<file path="config.mk">
export PLATFORM = sky130hd
export DESIGN_NAME = mc_control_fsm_flat
export DESIGN_NICKNAME = d
export VERILOG_FILES = /design/src/rtl/mc_defs.sv /design/src/rtl/mc_control_fsm_if.sv /design/src/rtl/mc_alu_decoder.sv /design/src/rtl/mc_control_fsm.sv /design/src/flat_wrapper.sv
export SDC_FILE = /design/constraint.sdc
export NUM_CORES = 1
export LEC_CHECK = 0
export CAP_MARGIN = 15
export CORE_UTILIZATION = 44
export CTS_BUF_LIST = sky130_fd_sc_hd__clkbuf_4
export CTS_CLUSTER_DIAMETER = 30
export DETAILED_ROUTE_END_ITERATION = 12
export GPL_TIMING_DRIVEN = 0
export PLACE_DENSITY = 0.89
export REMOVE_ABC_BUFFERS = 1
export SLEW_MARGIN = 20
export SYNTH_ARGS = -nofsm -noshare
export SYNTH_HDL_FRONTEND = slang
export SYNTH_SLANG_ARGS = --single-unit
</file>
<file path="constraint.sdc">
create_clock -name clk -period 4.6 [get_ports clk]
set_clock_uncertainty 0.15 [all_clocks]
set_input_delay 0.92 -clock clk [delete_from_list [all_inputs] [get_ports clk]]
set_output_delay 0.92 -clock clk [all_outputs]
set_load 0.02 [all_outputs]
</file>
<file path="src/rtl/mc_defs.sv">
`default_nettype none
// ============================================================================
// Module      : mc_defs (package)
// Description : Shared constants for the multi-cycle MIPS control unit:
//               opcodes, functs, ALU operation codes, FSM state encodings,
//               ALU decode classes and datapath mux select codes.
// Revision    : 1.0 - initial release
// ============================================================================
package mc_defs;

   localparam int c_state_w = 4;

   // Controller states; any other encoding is recovered through FETCH
   typedef enum logic [c_state_w-1:0] {
      ST_INIT      = 4'd0,
      ST_FETCH     = 4'd1,
      ST_DECODE    = 4'd2,
      ST_MEM_ADDR  = 4'd3,
      ST_MEM_READ  = 4'd4,
      ST_MEM_WB    = 4'd5,
      ST_MEM_WRITE = 4'd6,
      ST_R_EXEC    = 4'd7,
      ST_I_EXEC    = 4'd8,
      ST_ALU_WB    = 4'd9,
      ST_BRANCH    = 4'd10,
      ST_JUMP      = 4'd11,
      ST_JR        = 4'd12,
      ST_JAL       = 4'd13
   } state_t;

   // What the ALU is being used for in the current state
   typedef enum logic [2:0] {
      CLS_NONE     = 3'd0,
      CLS_PC_INC   = 3'd1,
      CLS_BR_TGT   = 3'd2,
      CLS_MEM_ADDR = 3'd3,
      CLS_R_EXEC   = 3'd4,
      CLS_I_EXEC   = 3'd5,
      CLS_BR_CMP   = 3'd6
   } alu_cls_t;

   // Opcodes (IR[31:26])
   localparam logic [5:0] c_op_rtype = 6'h00;
   localparam logic [5:0] c_op_j     = 6'h02;
   localparam logic [5:0] c_op_jal   = 6'h03;
   localparam logic [5:0] c_op_beq   = 6'h04;
   localparam logic [5:0] c_op_ori   = 6'h0D;
   localparam logic [5:0] c_op_lui   = 6'h0F;
   localparam logic [5:0] c_op_lw    = 6'h23;
   localparam logic [5:0] c_op_sw    = 6'h2B;

   // R-type function codes (IR[5:0])
   localparam logic [5:0] c_fn_sll  = 6'h00;
   localparam logic [5:0] c_fn_jr   = 6'h08;
   localparam logic [5:0] c_fn_addu = 6'h21;
   localparam logic [5:0] c_fn_subu = 6'h23;
   localparam logic [5:0] c_fn_and  = 6'h24;
   localparam logic [5:0] c_fn_or   = 6'h25;

   // ALU operation codes
   localparam logic [2:0] c_alu_and = 3'd0;
   localparam logic [2:0] c_alu_or  = 3'd1;
   localparam logic [2:0] c_alu_add = 3'd2;
   localparam logic [2:0] c_alu_sub = 3'd3;
   localparam logic [2:0] c_alu_sll = 3'd4;

   // Register file destination select
   localparam logic [1:0] c_rd_rt = 2'd0;
   localparam logic [1:0] c_rd_rd = 2'd1;
   localparam logic [1:0] c_rd_ra = 2'd2;

   // Write-back data select
   localparam logic [1:0] c_m2r_alu = 2'd0;
   localparam logic [1:0] c_m2r_mdr = 2'd1;
   localparam logic [1:0] c_m2r_pc  = 2'd2;

   // ALU operand A select
   localparam logic [1:0] c_sa_pc  = 2'd0;
   localparam logic [1:0] c_sa_rs  = 2'd1;
   localparam logic [1:0] c_sa_rt  = 2'd2;
   localparam logic [1:0] c_sa_imm = 2'd3;

   // ALU operand B select
   localparam logic [2:0] c_sb_rt      = 3'd0;
   localparam logic [2:0] c_sb_four    = 3'd1;
   localparam logic [2:0] c_sb_sext    = 3'd2;
   localparam logic [2:0] c_sb_zext    = 3'd3;
   localparam logic [2:0] c_sb_sext_s2 = 3'd4;
   localparam logic [2:0] c_sb_shamt   = 3'd5;
   localparam logic [2:0] c_sb_sixteen = 3'd6;

   // PC source select
   localparam logic [1:0] c_pc_alu    = 2'd0;
   localparam logic [1:0] c_pc_aluout = 2'd1;
   localparam logic [1:0] c_pc_jump   = 2'd2;
   localparam logic [1:0] c_pc_rs     = 2'd3;

   // R-type functs that go through the ALU execute/write-back path
   function automatic logic is_alu_funct(input logic [5:0] f);
      return (f == c_fn_addu) || (f == c_fn_subu) || (f == c_fn_and) ||
             (f == c_fn_or)   || (f == c_fn_sll);
   endfunction

endpackage
`default_nettype wire

</file>
<file path="src/rtl/mc_control_fsm_if.sv">
`default_nettype none
// ============================================================================
// Module      : mc_control_fsm_if
// Description : Control-unit <-> datapath signal bundle. The master side is
//               the control FSM, the slave side is the datapath/memory.
// Revision    : 1.0 - initial release
// ============================================================================
interface mc_control_fsm_if #(
   parameter int STATE_W = 4
);
   logic [5:0]         op;
   logic [5:0]         funct;
   logic               zero;
   logic               mem_ready;
   logic               pc_write;
   logic               pc_write_cond;
   logic               i_or_d;
   logic               mem_read;
   logic               mem_write;
   logic               ir_write;
   logic               reg_write;
   logic [1:0]         reg_dst;
   logic [1:0]         mem_to_reg;
   logic [1:0]         alu_src_a;
   logic [2:0]         alu_src_b;
   logic [2:0]         alu_op;
   logic [1:0]         pc_src;
   logic [STATE_W-1:0] state;
   logic               retire;
   logic               illegal;

   modport master (
      input  op, funct, zero, mem_ready,
      output pc_write, pc_write_cond, i_or_d, mem_read, mem_write, ir_write,
             reg_write, reg_dst, mem_to_reg, alu_src_a, alu_src_b, alu_op,
             pc_src, state, retire, illegal
   );

   modport slave (
      output op, funct, zero, mem_ready,
      input  pc_write, pc_write_cond, i_or_d, mem_read, mem_write, ir_write,
             reg_write, reg_dst, mem_to_reg, alu_src_a, alu_src_b, alu_op,
             pc_src, state, retire, illegal
   );
endinterface
`default_nettype wire

</file>
<file path="src/rtl/mc_alu_decoder.sv">
`default_nettype none
// ============================================================================
// Module      : mc_alu_decoder
// Description : Maps the ALU usage class of the current state plus the
//               instruction op/funct to ALU operation and operand selects.
//               Purely combinational.
// Revision    : 1.0 - initial release
// ============================================================================
module mc_alu_decoder
   import mc_defs::*;
(
   input  alu_cls_t   i_cls,
   input  logic [5:0] i_op,
   input  logic [5:0] i_funct,
   output logic [2:0] o_alu_op,
   output logic [1:0] o_alu_src_a,
   output logic [2:0] o_alu_src_b
);

   // Operand/operation selection; everything idles at zero outside ALU states
   always_comb begin
      o_alu_op    = 3'd0;
      o_alu_src_a = 2'd0;
      o_alu_src_b = 3'd0;
      case (i_cls)
         CLS_PC_INC: begin
            o_alu_src_a = c_sa_pc;
            o_alu_src_b = c_sb_four;
            o_alu_op    = c_alu_add;
         end
         CLS_BR_TGT: begin
            o_alu_src_a = c_sa_pc;
            o_alu_src_b = c_sb_sext_s2;
            o_alu_op    = c_alu_add;
         end
         CLS_MEM_ADDR: begin
            o_alu_src_a = c_sa_rs;
            o_alu_src_b = c_sb_sext;
            o_alu_op    = c_alu_add;
         end
         CLS_R_EXEC: begin
            o_alu_src_a = c_sa_rs;
            o_alu_src_b = c_sb_rt;
            o_alu_op    = c_alu_add;
            case (i_funct)
               c_fn_subu: o_alu_op = c_alu_sub;
               c_fn_and:  o_alu_op = c_alu_and;
               c_fn_or:   o_alu_op = c_alu_or;
               c_fn_sll: begin
                  // shift the rt operand by the shamt field
                  o_alu_src_a = c_sa_rt;
                  o_alu_src_b = c_sb_shamt;
                  o_alu_op    = c_alu_sll;
               end
               default: ;
            endcase
         end
         CLS_I_EXEC: begin
            if (i_op == c_op_lui) begin
               // lui is imm16 << 16 through the shifter
               o_alu_src_a = c_sa_imm;
               o_alu_src_b = c_sb_sixteen;
               o_alu_op    = c_alu_sll;
            end else begin
               o_alu_src_a = c_sa_rs;
               o_alu_src_b = c_sb_zext;
               o_alu_op    = c_alu_or;
            end
         end
         CLS_BR_CMP: begin
            o_alu_src_a = c_sa_rs;
            o_alu_src_b = c_sb_rt;
            o_alu_op    = c_alu_sub;
         end
         default: ;
      endcase
   end

endmodule
`default_nettype wire

</file>
<file path="src/rtl/mc_control_fsm.sv">
`default_nettype none
// ============================================================================
// Module      : mc_control_fsm
// Description : Multi-cycle MIPS control unit. Moore FSM sequencing
//               fetch/decode/execute/memory/write-back and driving the ALU
//               controls, operand muxes and datapath write enables.
// Revision    : 1.0 - initial release
// ============================================================================
module mc_control_fsm
   import mc_defs::*;
#(
   parameter int STATE_W = 4
)(
   input  logic              clk,
   input  logic              reset_n,
   mc_control_fsm_if.master  bus
);

   state_t     r_state;
   state_t     w_next;
   alu_cls_t   w_cls;
   logic       w_pc_write, w_pc_write_cond, w_i_or_d, w_mem_read, w_mem_write;
   logic       w_ir_write, w_reg_write, w_retire, w_illegal;
   logic [1:0] w_reg_dst, w_mem_to_reg, w_pc_src, w_alu_src_a;
   logic [2:0] w_alu_src_b, w_alu_op;
   logic       w_unused_zero;

   // The zero flag only qualifies pc_write_cond inside the datapath
   assign w_unused_zero = bus.zero;

   // State register, cleared to INIT immediately on reset
   always_ff @(posedge clk or negedge reset_n) begin
      if (!reset_n) r_state <= ST_INIT;
      else          r_state <= w_next;
   end

   // Next-state and per-state control outputs
   always_comb begin
      w_next          = ST_FETCH;
      w_cls           = CLS_NONE;
      w_pc_write      = 1'b0;
      w_pc_write_cond = 1'b0;
      w_i_or_d        = 1'b0;
      w_mem_read      = 1'b0;
      w_mem_write     = 1'b0;
      w_ir_write      = 1'b0;
      w_reg_write     = 1'b0;
      w_retire        = 1'b0;
      w_illegal       = 1'b0;
      w_reg_dst       = c_rd_rt;
      w_mem_to_reg    = c_m2r_alu;
      w_pc_src        = c_pc_alu;
      case (r_state)
         ST_INIT: w_next = ST_FETCH;
         ST_FETCH: begin
            w_cls      = CLS_PC_INC;
            w_mem_read = 1'b1;
            w_ir_write = bus.mem_ready;
            w_pc_write = bus.mem_ready;
            w_next     = bus.mem_ready ? ST_DECODE : ST_FETCH;
         end
         ST_DECODE: begin
            w_cls = CLS_BR_TGT;
            if (bus.op == c_op_rtype) begin
               if (bus.funct == c_fn_jr)          w_next = ST_JR;
               else if (is_alu_funct(bus.funct))  w_next = ST_R_EXEC;
               else begin
                  w_illegal = 1'b1;
                  w_retire  = 1'b1;
               end
            end else begin
               case (bus.op)
                  c_op_lw, c_op_sw:   w_next = ST_MEM_ADDR;
                  c_op_ori, c_op_lui: w_next = ST_I_EXEC;
                  c_op_beq:           w_next = ST_BRANCH;
                  c_op_j:             w_next = ST_JUMP;
                  c_op_jal:           w_next = ST_JAL;
                  default: begin
                     w_illegal = 1'b1;
                     w_retire  = 1'b1;
                  end
               endcase
            end
         end
         ST_MEM_ADDR: begin
            w_cls  = CLS_MEM_ADDR;
            w_next = (bus.op == c_op_lw) ? ST_MEM_READ : ST_MEM_WRITE;
         end
         ST_MEM_READ: begin
            w_i_or_d   = 1'b1;
            w_mem_read = 1'b1;
            w_next     = bus.mem_ready ? ST_MEM_WB : ST_MEM_READ;
         end
         ST_MEM_WB: begin
            w_reg_dst    = c_rd_rt;
            w_mem_to_reg = c_m2r_mdr;
            w_reg_write  = 1'b1;
            w_retire     = 1'b1;
         end
         ST_MEM_WRITE: begin
            w_i_or_d    = 1'b1;
            w_mem_write = 1'b1;
            w_retire    = bus.mem_ready;
            w_next      = bus.mem_ready ? ST_FETCH : ST_MEM_WRITE;
         end
         ST_R_EXEC: begin
            w_cls  = CLS_R_EXEC;
            w_next = ST_ALU_WB;
         end
         ST_I_EXEC: begin
            w_cls  = CLS_I_EXEC;
            w_next = ST_ALU_WB;
         end
         ST_ALU_WB: begin
            w_reg_dst    = (bus.op == c_op_rtype) ? c_rd_rd : c_rd_rt;
            w_mem_to_reg = c_m2r_alu;
            w_reg_write  = 1'b1;
            w_retire     = 1'b1;
         end
         ST_BRANCH: begin
            w_cls           = CLS_BR_CMP;
            w_pc_src        = c_pc_aluout;
            w_pc_write_cond = 1'b1;
            w_retire        = 1'b1;
         end
         ST_JUMP: begin
            w_pc_src   = c_pc_jump;
            w_pc_write = 1'b1;
            w_retire   = 1'b1;
         end
         ST_JR: begin
            w_pc_src   = c_pc_rs;
            w_pc_write = 1'b1;
            w_retire   = 1'b1;
         end
         ST_JAL: begin
            w_reg_dst    = c_rd_ra;
            w_mem_to_reg = c_m2r_pc;
            w_reg_write  = 1'b1;
            w_pc_src     = c_pc_jump;
            w_pc_write   = 1'b1;
            w_retire     = 1'b1;
         end
         default: w_next = ST_FETCH;
      endcase
   end

   mc_alu_decoder u_alu_dec (
      .i_cls       (w_cls),
      .i_op        (bus.op),
      .i_funct     (bus.funct),
      .o_alu_op    (w_alu_op),
      .o_alu_src_a (w_alu_src_a),
      .o_alu_src_b (w_alu_src_b)
   );

   assign bus.pc_write      = w_pc_write;
   assign bus.pc_write_cond = w_pc_write_cond;
   assign bus.i_or_d        = w_i_or_d;
   assign bus.mem_read      = w_mem_read;
   assign bus.mem_write     = w_mem_write;
   assign bus.ir_write      = w_ir_write;
   assign bus.reg_write     = w_reg_write;
   assign bus.reg_dst       = w_reg_dst;
   assign bus.mem_to_reg    = w_mem_to_reg;
   assign bus.alu_src_a     = w_alu_src_a;
   assign bus.alu_src_b     = w_alu_src_b;
   assign bus.alu_op        = w_alu_op;
   assign bus.pc_src        = w_pc_src;
   assign bus.state         = STATE_W'(r_state);
   assign bus.retire        = w_retire;
   assign bus.illegal       = w_illegal;

endmodule
`default_nettype wire

</file>
<file path="src/flat_wrapper.sv">
// flat-port wrapper written by rule: the top's interface ports become plain ports
module mc_control_fsm_flat import mc_defs::*;
#(
   parameter int STATE_W = 4
)
  (clk, reset_n, bus_op, bus_funct, bus_zero, bus_mem_ready, bus_pc_write, bus_pc_write_cond, bus_i_or_d, bus_mem_read, bus_mem_write, bus_ir_write, bus_reg_write, bus_reg_dst, bus_mem_to_reg, bus_alu_src_a, bus_alu_src_b, bus_alu_op, bus_pc_src, bus_state, bus_retire, bus_illegal);
  mc_control_fsm_if #(.STATE_W(STATE_W)) bus_i ();
  input  logic clk;
  input  logic reset_n;
  input wire logic [$bits(bus_i.op)-1:0] bus_op;
  input wire logic [$bits(bus_i.funct)-1:0] bus_funct;
  input wire logic [$bits(bus_i.zero)-1:0] bus_zero;
  input wire logic [$bits(bus_i.mem_ready)-1:0] bus_mem_ready;
  output wire logic [$bits(bus_i.pc_write)-1:0] bus_pc_write;
  output wire logic [$bits(bus_i.pc_write_cond)-1:0] bus_pc_write_cond;
  output wire logic [$bits(bus_i.i_or_d)-1:0] bus_i_or_d;
  output wire logic [$bits(bus_i.mem_read)-1:0] bus_mem_read;
  output wire logic [$bits(bus_i.mem_write)-1:0] bus_mem_write;
  output wire logic [$bits(bus_i.ir_write)-1:0] bus_ir_write;
  output wire logic [$bits(bus_i.reg_write)-1:0] bus_reg_write;
  output wire logic [$bits(bus_i.reg_dst)-1:0] bus_reg_dst;
  output wire logic [$bits(bus_i.mem_to_reg)-1:0] bus_mem_to_reg;
  output wire logic [$bits(bus_i.alu_src_a)-1:0] bus_alu_src_a;
  output wire logic [$bits(bus_i.alu_src_b)-1:0] bus_alu_src_b;
  output wire logic [$bits(bus_i.alu_op)-1:0] bus_alu_op;
  output wire logic [$bits(bus_i.pc_src)-1:0] bus_pc_src;
  output wire logic [$bits(bus_i.state)-1:0] bus_state;
  output wire logic [$bits(bus_i.retire)-1:0] bus_retire;
  output wire logic [$bits(bus_i.illegal)-1:0] bus_illegal;
  assign bus_i.op = bus_op;
  assign bus_i.funct = bus_funct;
  assign bus_i.zero = bus_zero;
  assign bus_i.mem_ready = bus_mem_ready;
  assign bus_pc_write = bus_i.pc_write;
  assign bus_pc_write_cond = bus_i.pc_write_cond;
  assign bus_i_or_d = bus_i.i_or_d;
  assign bus_mem_read = bus_i.mem_read;
  assign bus_mem_write = bus_i.mem_write;
  assign bus_ir_write = bus_i.ir_write;
  assign bus_reg_write = bus_i.reg_write;
  assign bus_reg_dst = bus_i.reg_dst;
  assign bus_mem_to_reg = bus_i.mem_to_reg;
  assign bus_alu_src_a = bus_i.alu_src_a;
  assign bus_alu_src_b = bus_i.alu_src_b;
  assign bus_alu_op = bus_i.alu_op;
  assign bus_pc_src = bus_i.pc_src;
  assign bus_state = bus_i.state;
  assign bus_retire = bus_i.retire;
  assign bus_illegal = bus_i.illegal;
  mc_control_fsm #(.STATE_W(STATE_W)) u_core (.clk(clk), .reset_n(reset_n), .bus(bus_i));
endmodule
</file>
---- Yosys cells after proc, flatten, opt, wreduce, memory -nomap -nowiden ----
Index checks and enable logic that the tools add are counted.
cells by class
  equal/unequal tests ..................... 31
  mux-type cells .......................... 36
  reduce and logical (&&, ||, !) cells .... 18
operators by type and width
  cell                                                             number
  6-bit == test, second input constant                             6
  4-bit == test, second input constant                             6
  3-bit case mux with 4 select lines                               2
  4-bit case mux with 6 select lines                               1
  4-bit case mux with 5 select lines                               1
  6-bit by 4-bit == test with 1-bit output, second input constant  3
  3-bit case mux with 6 select lines                               1
  4-bit by 3-bit == test with 1-bit output, second input constant  4
  3-bit 2-to-1 mux                                                 5
  3-bit case mux with 5 select lines                               1
  2-bit OR reduction                                               7
  1-bit 2-to-1 mux                                                 13
  6-bit by 2-bit == test with 1-bit output, second input constant  2
  6-bit zero test                                                  2
  2-bit case mux with 3 select lines                               2
  3-bit == test, second input constant                             3
  3-bit OR reduction                                               3
  4-bit by 2-bit == test with 1-bit output, second input constant  2
  2-bit 2-to-1 mux                                                 4
  4-bit 2-to-1 mux                                                 2
  2-bit case mux with 2 select lines                               2
  7-bit OR reduction                                               1
  3-bit by 2-bit == test with 1-bit output, second input constant  2
  6-bit by 3-bit == test with 1-bit output, second input constant  1
  other kinds (6)                                                  9
word-level totals
  flip-flop bits (word level) ............. 4
  input port bits ......................... 16
  output and inout port bits .............. 27

---- Logic depth before layout (Yosys ltp) ----
Gate-level depths: netlist of run 1.
  depth in word-level cells ............... 9
  mapped depth ............................ 5
  gate-level depth less buffers ........... 4

---- Cells and area by module ----
A second synthesis of run 1 with hierarchy kept.
unflattened totals
  cell total of the unflattened synthesis .. 123
  area total of the unflattened synthesis .. 913.4 µm²
modules (own cells, without submodules)
  module          instances  cells each  area each (µm²)  sequential area each (µm²)
  mc_control_fsm  1          94          725.7            100.1
  mc_alu_decoder  1          29          187.7            0.0

---- Least setup slack after synthesis of run 1 ----
OpenSTA, ideal clock, no wires.
  path type ............................... input to output
  start point ............................. in bus_op[3]
  end point ............................... out bus_illegal
  data arrival time ....................... 2.241 ns
  data required time ...................... 3.530 ns
  slack ................................... 1.289 ns
  stages on the path ...................... 5
  cell sequence ........................... buf_2 > or3_4 > nor2_1 > o211ai_1 > o21ai_0
on the way
  longest elaborated chain between the ends .. 5
  elaborated cells on any way between the ends .. 12
  classes of those cells .................. 7 x eq/ne; 3 x mux; 2 x reduce/logical
ends and longest elaborated chain
  what                                         RTL line              source
  start, declared                              flat_wrapper.sv:10    input wire logic [$bits(bus_i.op)-1:0] bus_op;
  6-bit == test, or another cell as far along  mc_control_fsm.sv:72  case (bus.op)
  7-bit OR reduction (no source line)          -
  1-bit 2-to-1 mux                             mc_control_fsm.sv:72
  1-bit 2-to-1 mux *                           mc_control_fsm.sv:64  if (bus.op == c_op_rtype) begin
  1-bit 2-to-1 mux *                           mc_control_fsm.sv:53  case (r_state)
  end, declared                                flat_wrapper.sv:29    output wire logic [$bits(bus_i.illegal)-1:0] bus_illegal;
Every way passes the cells marked *; elsewhere a longest branch is shown, timed or not.

---- Worst setup path in the final report of run 1 ----
  start point ............................. in bus_op[0]
  end point ............................... out bus_alu_src_b[2]
on the way
  longest elaborated chain between the ends .. 3
ends and longest elaborated chain
  what                                      RTL line              source
  6-bit by 4-bit == test with 1-bit output  mc_alu_decoder.sv:59  if (i_op == c_op_lui) begin
  3-bit 2-to-1 mux                          mc_alu_decoder.sv:59
  3-bit case mux with 5 select lines        mc_alu_decoder.sv:25  case (i_cls)
  end, declared                             flat_wrapper.sv:24    output wire logic [$bits(bus_i.alu_src_b)-1:0] bus_alu_src_b;
Every way passes these cells.

==> results of run 1 <==
## cell type report
| class | count | area (sq um) | area share (%) |
|---|---|---|---|
| Multi-Input combinational cell | 111 | 670.6 | 53.98 |
| Timing Repair Buffer | 41 | 410.4 | 33.03 |
| Sequential cell | 4 | 100.1 | 8.056 |
| Tap cell | 25 | 31.28 | 2.518 |
| Clock buffer | 3 | 22.52 | 1.813 |
| Inverter | 2 | 7.507 | 0.6042 |
## power groups by stage
stage | Sequential (mW) | Clock [mW] | Combinational, mW
after floorplan | 0.114 | 0 | 0.250
after global placement | 0.111 | 0 | 0.449
after detailed placement | 0.112 | 0 | 0.458
after CTS | 0.111 | 0.0439 | 0.460
after global routing | 0.120 | 0.0473 | 0.494
final | 0.114 | 0.0436 | 0.461
## synthesized netlist by cell type, types with 3 or more instances
library cell	n
o22ai_1	3
dfrtp_1	4
nand2_1	9
buf_2	4
a21oi_1	11
nor3_1	9
and2_1	3
nor2_1	20
nand2b_1	10
and3_1	3
o211ai_1	3
o21ai_0	4
clkbuf_1	4
xnor2_1	3
## per-layer routing
metal | global-route usage (%) | up-vias | wire (microns)
met4 | 7.879 | 0 | 55
met5 | 0 | - | 0
met3 | 4.400 | 8 | 223
li1 | - | 537 | -
met1 | 33.41 | 491 | 1034
met2 | 42.90 | 75 | 1217
## worst paths after layout
check	start	end	slack (ns)	cells past startpoint
setup reg to reg	u_core.bus.state[1]	u_core.bus.state[1]	2.65	4
max in group asynchronous	reset_n	u_core.bus.state[1]	3.40	1
hold / removal	u_core.bus.state[3]	u_core.bus.state[2]	0.66	1
min in group asynchronous	reset_n	u_core.bus.state[0]	0.74	1
setup / recovery	bus_op[0]	bus_alu_src_b[2]	0.21	6
hold reg to reg	u_core.bus.state[3]	u_core.bus.state[2]	0.66	1
## critical path: stages
cell and delay [ns]:
clkdlybuf4s50_1 0.64, nand2_1 0.13, nor4_1 0.64, a32o_1 0.30
nand2b_1 0.11, clkdlybuf4s50_1 0.60
## through the flow
step	hold WS (ns)	total power [mW]	utilization, %	instances	setup WS (ns)
after floorplan	0.4744	0.3641	-	117	1.339
after global placement	0.6224	0.5603	69.89	183	0.3096
after detailed placement	0.6156	0.5703	69.89	183	0.2775
after CTS	0.6273	0.6149	71.18	186	0.2674
after global routing	0.6875	0.6610	71.18	186	0.1050
final	0.6626	0.6188	71.18	186	0.2060
## logic make-up after synthesis
kind of cell	count (synthesis)
buf+inv	11
xor+xnor	4
flops	4
simple gates	71
compound gates	36
==> results.toml, run 1 <==
[run_status]
status = "completed"

[placement]
hpwl_microns = 1946
gp_congestion = 0.8835
place_area_sq_um = 1220
port_buffers = 41

[critical_path]
cp_max_fo = 9
cp-end-kind = "output port"
path_class = "in -> out"
worstPathRequired_ns = 3.53
cp.arrival_ns = 3.32
crit_path_start_kind = "input port"

[grt]
grt.total_usage_pct = 25.66
grt_pass1_wl_microns = 3939
grt_pass1_vias = 899
grt.overflow.total = 0
grt_max_degree = 25
grt_antenna_before_repair = 0

[cts]
cts.hold.buffers_added = 0
insertion_delay_ns = 0.23
post_cts_buffers = 0
cts_repair_resize_count = 0
cts_buffers = 3
path_clk_slew_ns = 0.04
htree_levels = 1
root_buffer = "clkbuf_4"
clkSinkCount = 4
max-clock-path-buffers = 2
cts_tree = "yes"

[sta]
slew_headroom_pct = 50.26
final-setup-viol-count = 0
worst_pin_slew_ns = 0.7393
setup-tns-final_ns = 0
fmax_ghz = 0.2276
rsz0062_at_grt = "no"
period_share_pct = 95.52
report.final.slew_viol_count = 0
final_hold_viol_count = 0
period_minus_slack_ns = 4.394

[power_and_ir_drop]
clkPwrFrac_pct = 7.0
p_switching_mw = 0.3206
p_leak_nw = 0.4317
comb_power_share_pct = 74.6
seq_power_share_pct = 18.4
p_sw_share_pct = 51.81
internal_power_mw = 0.2982
powerDensity_nw_per_um2 = 498.1
vdd_drop_max_uv = 277.4

[worst_hold_path]
hold_class = "reg -> reg"

[finish]
diodes = 0
mostFrequentLayoutCell = "clkdlybuf4s50_1"
final_nets = 179
drive_gt1_share_pct = 5.590
fin_area_sq_um = 1242
area_delta_synth_final_pct = 51.37
largest_reg_flops = 4
fill_cells = 146
most-common-layout-cells = "clkdlybuf4s50_1 (41), nor2_1 (20), a21oi_1 (11)"

[synthesis]
synthAdderAreaFrac_pct = 0
synth_edf_count = 0
synth_top_area_cell = "dfrtp_1"
synth_compound_area_share_pct = 30.03
synthTopCellsByArea = "dfrtp_1 (12%), nor2_1 (9.1%), nand2b_1 (7.6%)"
avgSynthCellArea_sq_um = 6.514
yosys_warnings = 0
synthFlopType = "dfrtp_1"
synth_area_sq_um = 820.8
synthMuxAreaShare_pct = 0
synth_top_family_by_area = "simple AND/OR/NAND/NOR gates"
ys_seq_area_share_pct = 12.20
synth_cell_types = 44
ys_ff_latch = 4
yosysTopAreaCellShare_pct = 12.20
synthXorXnorAreaFrac_pct = 4.268
synth_cells = 126
postSynth.asyncResetShare_pct = 100.0
yosys.area_share.simple_pct = 47.41

[routing]
drt_iter0_drc = 39
totalWireLength_microns = 2531
drt_pass1_iterations = 5
wl_per_cell_microns = 13.61
post-route-drc-count = 0
via_per_inst = 5.973
vias = 1111
antenna_left = 0

[die]
io_pins = 43
row_count = 15
coreArea_sq_um = 1745
die_y_microns = 45.19
die_w_microns = 45.19
start_util_pct = 47.03
die_area_sq_um = 2042

[flow_run]
maxCapViolations = 0
Power figures use the tool's default switching activity.
==> inputs of run 2 (changes only) <==
Settings changed: CORE_MARGIN from default to 4.
==> results.toml, run 2 (synthesis results as in run 1) <==
[run_status]
status = "completed"

[routing]
wl_per_cell_microns = 13.19
drt_iter0_drc = 32
wl_met1_microns = 1052
drt_pass1_iterations = 4
vias = 1078
antenna_left = 0
post-route-drc-count = 0
totalWireLength_microns = 2453
wl_met2_microns = 1159
via_per_inst = 5.796
routed.top_layer = "met3"
route.met3.wl_microns = 241

[power_and_ir_drop]
vdd_drop_max_uv = 328.3
seq_power_share_pct = 18.6
clkPwrFrac_pct = 6.9
powerDensity_nw_per_um2 = 495.0
p_switching_mw = 0.3168
internal_power_mw = 0.2982
total_power_mw = 0.6150
p_sw_share_pct = 51.51
comb_power_share_pct = 74.5
p_leak_nw = 0.4317

[critical_path]
endpoint = "bus_alu_src_b[2]"
ff2ff_path_depth = 3
regToRegSetupSlack_ns = 2.67
cp.arrival_ns = 3.32
timing.rr.start = "u_core.bus.state[1]"
crit_path_start_kind = "input port"
cp_max_fo = 9
worstPathRequired_ns = 3.53
timing.rr.end = "u_core.bus.state[0]"
path_class = "in -> out"
crit_start = "bus_op[0]"
cp-end-kind = "output port"

[sta]
setup-tns-final_ns = 0
holdWs_ns = 0.6398
period_minus_slack_ns = 4.391
worst_pin_slew_ns = 0.7191
slew_headroom_pct = 51.62
final-setup-viol-count = 0
fmax_ghz = 0.2277
timing.final.ws_setup_ns = 0.2088
final_hold_viol_count = 0
rsz0062_at_grt = "no"
report.final.slew_viol_count = 0
period_share_pct = 95.46

[cts]
root_buffer = "clkbuf_4"
post_cts_buffers = 0
max-clock-path-buffers = 2
path_clk_slew_ns = 0.04
cts_tree = "yes"
cts_buffers = 3
htree_levels = 1
cts_repair_resize_count = 0
cts.hold.buffers_added = 0
insertion_delay_ns = 0.23
clkSinkCount = 4

[finish]
final_nets = 179
mostFrequentLayoutCell = "clkdlybuf4s50_1"
most-common-layout-cells = "clkdlybuf4s50_1 (41), nor2_1 (20), a21oi_1 (11)"
drive_gt1_share_pct = 5.590
area_delta_synth_final_pct = 51.37
largest_reg_flops = 4
fin_area_sq_um = 1242
finalNonFillerCells = 186
diodes = 0
fill_cells = 159
final_util_pct = 71.18

[placement]
place_area_sq_um = 1220
gp_congestion = 0.8159
dp_cells = 183
dp_slack_ns = 0.2532
hpwl_microns = 1985
port_buffers = 41

[worst_hold_path]
hold_class = "reg -> reg"

[die]
start_util_pct = 47.03
die_y_microns = 51.19
coreArea_sq_um = 1745
die_area_sq_um = 2620
io_pins = 43
row_count = 15
die_w_microns = 51.19

[grt]
grt.overflow.total = 0
grt_pass1_wl_microns = 3815
grt_pass1_vias = 870
grt_max_degree = 25
grt_antenna_before_repair = 0
grt.total_usage_pct = 18.38

[flow_run]
maxCapViolations = 0
## run 2: how the worst min path moves through the flow
stage / startpoint / endpoint / slack, ns / cells past startpoint
floorplan: reset_n / u_core.bus.state[0] / 0.47 / 0
global placement: u_core.bus.state[3] / u_core.bus.state[2] / 0.63 / 1
detailed placement: u_core.bus.state[3] / u_core.bus.state[2] / 0.62 / 1
CTS: u_core.bus.state[3] / u_core.bus.state[2] / 0.64 / 1
global route: u_core.bus.state[3] / u_core.bus.state[1] / 0.67 / 1
finish: u_core.bus.state[3] / u_core.bus.state[2] / 0.64 / 1
## run 2: power groups by stage
stage          logic [mW]  clock network (mW)  registers (mW)
2_1_floorplan       0.250                   0           0.114
3_3_place_gp        0.452                   0           0.111
3_5_place_dp        0.459                   0           0.113
4_1_cts             0.460              0.0451           0.112
5_1_grt             0.494              0.0488           0.122
6_report            0.458              0.0426           0.114
## run 2: layer usage
metal	up-vias	global-route usage, %
met1	483	23.23
met4	0	1.345
li1	537	-
met5	-	0
met3	0	4.956
met2	58	32.19
## run 2: final cells by class
| cell class | count | area, sq um | share of cell area, % |
|---|---|---|---|
| clock buffer | 3 | 22.52 | 1.813 |
| inverter | 2 | 7.507 | 0.6042 |
| multi-input combinational | 111 | 670.6 | 53.98 |
| sequential | 4 | 100.1 | 8.056 |
| tap | 25 | 31.28 | 2.518 |
| timing repair buffer | 41 | 410.4 | 33.03 |
## run 2: worst max-delay path, cell delays in order
cell	delay, ns
clkdlybuf4s50_1	0.64
nand2_1	0.12
nor4_1	0.62
a32o_1	0.31
nand2b_1	0.11
clkdlybuf4s50_1	0.60
==> inputs of run 3 (changes only) <==
Settings changed: CORE_UTILIZATION 44 to 60, DONT_BUFFER_PORTS from default to 1, PLACE_DENSITY 0.89 to 0.77, SKIP_CTS_REPAIR_TIMING from default to 1.
==> results.toml, run 3 (synthesis results as in run 1) <==
[run_status]
status = "completed"

[critical_path]
crit_path_start_kind = "flop"
cp-end-kind = "output port"
path_class = "reg -> out"
cp_cell_sequence = "nand2b_1 -> nor3_1 -> nand2_1 -> o21ai_0"
crit_buf_inv = 0
worst_path_max_delay_cell = "dfrtp_1"
critPathTopFamily = "simple AND/OR/NAND/NOR gates"
worstPathRequired_ns = 3.53
cp.arrival_ns = 2.47
cp_max_fo = 19
critPathMaxStageDelay_ns = 0.78

[flow_run]
maxCapViolations = 0

[worst_hold_path]
hold_class = "in -> async"

[power_and_ir_drop]
p_leak_nw = 0.2815
clkPwrFrac_pct = 9.4
comb_power_share_pct = 62.1
p_switching_mw = 0.2967
seq_power_share_pct = 28.5
powerDensity_nw_per_um2 = 569.9
p_sw_share_pct = 63.52
internal_power_mw = 0.1704
vdd_drop_max_uv = 310.7

[sta]
period_minus_slack_ns = 3.541
fmax_ghz = 0.2824
final_hold_viol_count = 0
worst_pin_slew_ns = 0.9889
slew_headroom_pct = 33.21
report.final.slew_viol_count = 0
setup-tns-final_ns = 0
rsz0062_at_grt = "no"
final-setup-viol-count = 0
period_share_pct = 76.98
timing.final.ws_setup_ns = 1.059

[grt]
grt_max_degree = 25
grt_antenna_before_repair = 0
grt_pass1_wl_microns = 3581
grt_pass1_vias = 870
grt.total_usage_pct = 23.55
grt.overflow.total = 0

[routing]
vias = 937
drt_pass1_iterations = 4
antenna_left = 0
drt_iter0_drc = 34
via_per_inst = 6.941
post-route-drc-count = 0
wl_per_cell_microns = 17.25
totalWireLength_microns = 2329

[die]
row_count = 13
io_pins = 43
coreArea_sq_um = 1301
die_w_microns = 44.99
start_util_pct = 63.08
die_y_microns = 44.99
die_area_sq_um = 2024

[finish]
mostFrequentLayoutCell = "nor2_1"
fill_cells = 140
final_nets = 138
drive_gt1_share_pct = 7.500
most-common-layout-cells = "nor2_1 (20), a21oi_1 (11), nand2b_1 (10)"
largest_reg_flops = 4
area_delta_synth_final_pct = -0.1524
fin_area_sq_um = 819.5
finalNonFillerCells = 135
final_util_pct = 62.98
diodes = 0

[cts]
max-clock-path-buffers = 2
root_buffer = "clkbuf_4"
htree_levels = 1
cts_buffers = 3
cts_tree = "yes"
path_clk_slew_ns = 0.04
insertion_delay_ns = 0.23
clkSinkCount = 4

[placement]
dp_slack_ns = 1.193
gp_congestion = 0.8159
dp_cells = 132
hpwl_microns = 1765
place_area_sq_um = 797.0
port_buffers = 0
## run 3: cell count changes in the layout (fill, tap and decap cells not counted), sizes merged
cell | before | now
clkdlybuf4s50 | 41 | 0
## run 3: final cells by class
type	count	area, sq um	area share [%]
inverter	2	7.507	0.9160
sequential	4	100.1	12.21
clock buffer	3	22.52	2.748
tap	15	18.77	2.290
multi-input combinational	111	670.6	81.83
## run 3: worst paths after layout
kind,slack (ns),depth (start not counted),from,end
worst max-delay path,1.06,4,u_core.bus.state[1],bus_illegal
worst min-delay path,0.23,0,reset_n,u_core.bus.state[1]
worst max register to register,2.45,4,u_core.bus.state[1],u_core.bus.state[2]
worst min register to register,0.79,1,u_core.bus.state[3],u_core.bus.state[1]
max in group asynchronous,4.00,0,reset_n,u_core.bus.state[3]
min in group clk,0.74,2,bus_op[4],u_core.bus.state[1]
## run 3: power groups by stage
stage	sequential, mW	clock [mW]	combinational [mW]
2_1_floorplan	0.114	0	0.250
3_3_place_gp	0.130	0	0.283
3_5_place_dp	0.132	0	0.288
4_1_cts	0.131	0.0446	0.288
5_1_grt	0.140	0.0488	0.316
6_report	0.133	0.0438	0.290
## run 3: worst reg2reg max path, stage by stage (launching register included)
cell and delay (ns):
dfrtp_1 0.78, nand2b_1 0.33, nor3_1 0.44, nand3_1 0.13, o22ai_1 0.21
## run 3: metrics by stage
step                      hold WS [ns]  total power [mW]
after floorplan                 0.4744            0.3641
after global placement          0.4745            0.4124
after detailed placement        0.4745            0.4199
after CTS                       0.2273            0.4640
after global routing            0.2129            0.5055
final                           0.2297            0.4671
## run 3: layer usage
metal / GRT usage, % / part of all wire (%)
met3: 9.163 / 12
met2: 35.03 / 45
met1: 30.34 / 42
met4: 9.357 / 1.5
met5: 0 / 0
